## config.mk

```make
export PLATFORM = sky130hd
export DESIGN_NAME = hazard_ctrl
export DESIGN_NICKNAME = d
export VERILOG_FILES = /design/src/rtl/hazard_ctrl.sv
export SDC_FILE = /design/constraint.sdc
export NUM_CORES = 1
export LEC_CHECK = 0
export BUFFER_PORTS_ARGS = -buffer_cell sky130_fd_sc_hd__buf_2
export CORE_AREA = 10 10 76 78
export DETAILED_ROUTE_END_ITERATION = 10
export DIE_AREA = 0 0 86 88
export HOLD_SLACK_MARGIN = 0.1
export PLACE_DENSITY = 0.74
export SLEW_MARGIN = 20
export SYNTH_ARGS = -nofsm -noshare
export SYNTH_HDL_FRONTEND = slang
export SYNTH_SLANG_ARGS = --single-unit
export TNS_END_PERCENT = 20
```

## constraint.sdc

```tcl
create_clock -name clk -period 2.29 [get_ports clk]
set_clock_uncertainty 0.1 [all_clocks]
set_input_delay 0 -clock clk [delete_from_list [all_inputs] [get_ports clk]]
set_output_delay 0 -clock clk [all_outputs]
set_load 0.005 [all_outputs]
```

## src/rtl/hazard_ctrl.sv

```systemverilog
// Pipeline hazard controller: load-use interlock, MEM-stage wait and
// taken-jump flush sequencing, plus saturating stall/flush event counters.
module hazard_ctrl (
  input  logic        clk,
  input  logic        reset,
  input  logic [4:0]  rs1_id,
  input  logic [4:0]  rs2_id,
  input  logic        uses_rs1_id,
  input  logic        uses_rs2_id,
  input  logic [4:0]  rd_ex,
  input  logic        load_ex,
  input  logic        jump_ex,
  input  logic        mem_req,
  input  logic        mem_ack,
  output logic        stall_if,
  output logic        stall_id,
  output logic        bubble_ex,
  output logic        stall_mem,
  output logic        nullify,
  output logic [1:0]  state,
  output logic [15:0] stall_cnt,
  output logic [15:0] flush_cnt
);

  typedef enum logic [1:0] {
    RUN        = 2'd0,
    LOAD_STALL = 2'd1,
    MEM_WAIT   = 2'd2,
    FLUSH      = 2'd3
  } state_t;

  state_t state_q;
  state_t state_d;
  logic   hazard;
  logic   memwait;

  // Register 0 is hardwired to zero, so a load targeting it can never be consumed.
  assign hazard = load_ex && (rd_ex != 5'd0) &&
                  ((uses_rs1_id && (rs1_id == rd_ex)) ||
                   (uses_rs2_id && (rs2_id == rd_ex)));

  assign memwait = mem_req && !mem_ack;

  assign state = state_q;

  // NOTE: every output of this block gets a default first so no path leaves
  // a signal unassigned, which would otherwise infer a latch.
  always_comb begin
    stall_if  = 1'b0;
    stall_id  = 1'b0;
    bubble_ex = 1'b0;
    stall_mem = 1'b0;
    nullify   = 1'b0;
    state_d   = state_q;

    if (reset) begin
      state_d = RUN;
    end else begin
      case (state_q)
        // MEM_WAIT falls back onto the RUN rules the moment the ack arrives,
        // and while still waiting the memwait branch keeps it in MEM_WAIT.
        RUN, MEM_WAIT: begin
          if (memwait) begin
            stall_if  = 1'b1;
            stall_id  = 1'b1;
            stall_mem = 1'b1;
            state_d   = MEM_WAIT;
          end else if (jump_ex) begin
            nullify = 1'b1;
            state_d = FLUSH;
          end else if (hazard) begin
            stall_if  = 1'b1;
            stall_id  = 1'b1;
            bubble_ex = 1'b1;
            state_d   = LOAD_STALL;
          end else begin
            state_d = RUN;
          end
        end

        // The bubble is already in EX; hazard is ignored so one load-use
        // costs exactly one bubble.
        LOAD_STALL: begin
          if (memwait) begin
            stall_if  = 1'b1;
            stall_id  = 1'b1;
            stall_mem = 1'b1;
            state_d   = MEM_WAIT;
          end else if (jump_ex) begin
            nullify = 1'b1;
            state_d = FLUSH;
          end else begin
            state_d = RUN;
          end
        end

        FLUSH: begin
          nullify = 1'b1;
          if (memwait) begin
            stall_if  = 1'b1;
            stall_id  = 1'b1;
            stall_mem = 1'b1;
            state_d   = FLUSH;
          end else begin
            state_d = RUN;
          end
        end

        default: state_d = RUN;
      endcase
    end
  end

  // NOTE: sequential state uses non-blocking assignments so every register
  // samples pre-edge values regardless of statement order.
  always_ff @(posedge clk) begin
    if (reset) begin
      state_q   <= RUN;
      stall_cnt <= 16'd0;
      flush_cnt <= 16'd0;
    end else begin
      state_q <= state_d;
      if (stall_if && (stall_cnt != 16'hFFFF))
        stall_cnt <= stall_cnt + 16'd1;
      if (nullify && (flush_cnt != 16'hFFFF))
        flush_cnt <= flush_cnt + 16'd1;
    end
  end

endmodule

```

==> reports/metrics.csv <==
stage,metric,value,unit
placed_design,numPortBuffers,61,
drt,via_count,1830,
power,p_per_area,487.4,nW/um2
synth,synth_area_per_cell,8.427,um2
global_route,use_met3,5.014,%
synth,synth_edf_count,0,
die,rows,24,
clock_tree,cts_resized,0,
setup_path,r2r-start,stall_cnt[0]$_SDFFE_PP0P_,
timing,maxSlewViolCount,0,
synth,syn_nets,244,
clock_tree,clock_sinks,34,
clock_tree,clock_path_buffers,2,
setup_path,startpoint_type,input pin,
min_path,hold_class,in2reg,
clock_tree,clkLatencyLatePin,0.28,ns
global_route,grt_pass1_wl,7907,um
setup_path,crit_fanout,7,
die,dieArea,7568,um2
timing,max_freq,474.7,MHz
timing,worst_pin_slew,0.7422,ns
die,start_util,42.98,%
global_route,grt_antenna_before_repair,0,
global_route,grt.total_usage,12.58,%
global_route,grt_pass1_vias,1720,
die,die-height,88,um
synth,syn_inst,219,
drt,drc,0,
synth,synth.cell_area,1846,um2
drt,antenna_left,0,
drt,wire_per_inst,14.25,um
timing,max_slew_margin,50.14,%
setup_path,crit_type,in2reg,
power,combPwrFrac,10.8,%
power,p_seq_share,53.3,%
synth,synth.distinct_cells,44,
die,core_area,4294,um2
clock_tree,cts_htree_levels,2,
synth,yosys_warnings,0,
power,switching_share,23.91,%
drt,viasPerCell,5.398,
clock_tree,cts_buffers,5,
timing,tns,0,ns
global_route,grt_max_degree,31,
setup_path,r2r_cells,7,
clock_tree,holdBufCountCts,4,
power,p_leak,0.0009806,uW
finish,drive_above_1_share,27.53,%
die,io_pins,62,
synth,ys_seq_elements,34,
timing,finalHoldViolations,0,
clock_tree,clkSlewWorstSetupHoldPaths,0.06,ns
clock_tree,root_buffer,clkbuf_8,
placed_design,hpwlAfterDp,3699,um
drt,drt-total-wl,4831,um
die,die_w,86,um
finish,num_antenna_cells,0,
power,peakVddDrop,0.3540,mV
timing,min_period,2.107,ns
setup_path,crit_required,2.35,ns
min_path,min_path_cells,5,
finish,syn2layout_area_growth,25.97,%
global_route,met2_usage,20.08,%
clock_tree,cts_setup_buffers,0,
power,p_switching,270.9,uW
setup_path,cp-end-kind,flip-flop,
timing,setup_viol,0,
min_path,hold_path_end,state[0]$_SDFF_PP0_,
finish,most-common-layout-cells,"buf_2 (61), dfxtp_1 (34), nor2_1 (24)",
global_route,met1_usage,15.26,%
drt,first_pass_iters,4,
finish,final_common_cell,buf_2,
synth,ys.flop_type,dfxtp_1,
finish,fin_nets,312,
placed_design,gp_congestion,0.7986,
flow_run,drv_cap,0,
synth,synthArstFlopShare,0,%
clock_tree,cts_tree,yes,
min_path,hold_start,uses_rs2_id,
drt,drtIter0Drc,89,
power,internal-power,862.1,uW
setup_path,rr_endpoint,stall_cnt[13]$_SDFFE_PP0P_,
synth,ys_seq_area_share,36.88,%
global_route,grt-ovfl-total,0,
global_route,grt-busiest-layer,met2,
setup_path,cp.arrival,2.17,ns
power,clock_power_share,35.9,%
timing,period_share,91.99,%
power,p_total,1133,uW
setup_path,reg2reg_slack,0.19,ns
run_status,status,finished clean,
timing,rsz0062_at_grt,false,
[sequential cells by signal, indices dropped and copies added (netlist names)]
| name | cells |
|---|---|
| flush_cnt | 16 |
| stall_cnt | 16 |
| state | 2 |
[power by group through the flow]
stage	sequential [uW]	clock (uW)	combinational, uW
2_1_floorplan	618	0	70.4
3_3_place_gp	617	0	115
3_5_place_dp	617	0	117
4_1_cts	604	415	123
5_1_grt	605	446	137
6_report	604	407	122
[worst max-delay path, cell delays in order]
cell and delay (ns):
dlygate4sd3_1 0.52, buf_2 0.10, nand2b_1 0.18, a21boi_0 0.26, nor3_1 0.69, nand3_1 0.19, xor2_1 0.17, nor2_1 0.06
[metal layers]
layer	part of all wire (%)	routed length [um]
met1	45	2173
met2	46	2222
met3	8.3	400
met4	0.70	34
met5	0	0
[synth_stat cells, drive strengths merged, types with 4 or more instances]
cell type / instances / area [um2]
dfxtp: 34 / 680.7
nor2: 24 / 90.09
or4: 9 / 67.56
nand4: 12 / 75.07
o21ai: 5 / 25.02
nand3: 12 / 60.06
xnor2: 11 / 96.34
a21oi: 13 / 68.82
and3: 7 / 48.80
o41ai: 4 / 35.03
xor2: 14 / 122.6
o31ai: 8 / 60.06
buf: 9 / 56.30
nand2: 16 / 60.06
[stage by stage]
| stage | hold WS, ns | cells | utilization [%] | instance area, um2 | setup WS (ns) |
|---|---|---|---|---|---|
| after global routing | 0.1861 | 339 | 54.14 | 2325 | 0.0008731 |
| after floorplan | 0.03248 | 219 | - | 1846 | 0.3576 |
| after detailed placement | 0.2046 | 328 | 51.43 | 2208 | 0.2225 |
| after CTS | 0.1295 | 339 | 54.14 | 2325 | 0.1539 |
| after global placement | 0.2007 | 328 | 51.43 | 2208 | 0.3076 |
| final | 0.1379 | 339 | 54.14 | 2325 | 0.1834 |
[cell families after synthesis]
logic type / after synthesis / share of synthesized area, %
simple gates: 100 / 29.36
compound gates: 43 / 16.27
xor+xnor: 25 / 11.86
buf+inv: 15 / 4.271
flops: 34 / 36.88
fa+ha+maj: 2 / 1.356
[how the worst max path moves through the flow]
| stage | from | endpoint | slack [ns] | cells after the start |
|---|---|---|---|---|
| after CTS | mem_ack | flush_cnt[8]$_SDFFE_PP0P_ | 0.15 | 8 |
| after detailed placement | stall_cnt[0]$_SDFFE_PP0P_ | stall_cnt[13]$_SDFFE_PP0P_ | 0.22 | 7 |
| after global placement | state[0]$_SDFF_PP0_ | flush_cnt[8]$_SDFFE_PP0P_ | 0.31 | 6 |
| after floorplan | stall_cnt[0]$_SDFFE_PP0P_ | stall_cnt[3]$_SDFFE_PP0P_ | 0.36 | 8 |
| after global routing | mem_ack | flush_cnt[6]$_SDFFE_PP0P_ | 0.0009 | 8 |
| final | mem_ack | flush_cnt[8]$_SDFFE_PP0P_ | 0.18 | 8 |
[final cells by class]
type | count | area, um2
tap | 52 | 65.06
inverter | 3 | 11.26
clock buffer | 7 | 76.32
sequential | 34 | 680.7
fill | 412 | 1969
multi-input combinational | 170 | 1086
timing repair buffer | 73 | 405.4
(Power assumes the default switching activity.)
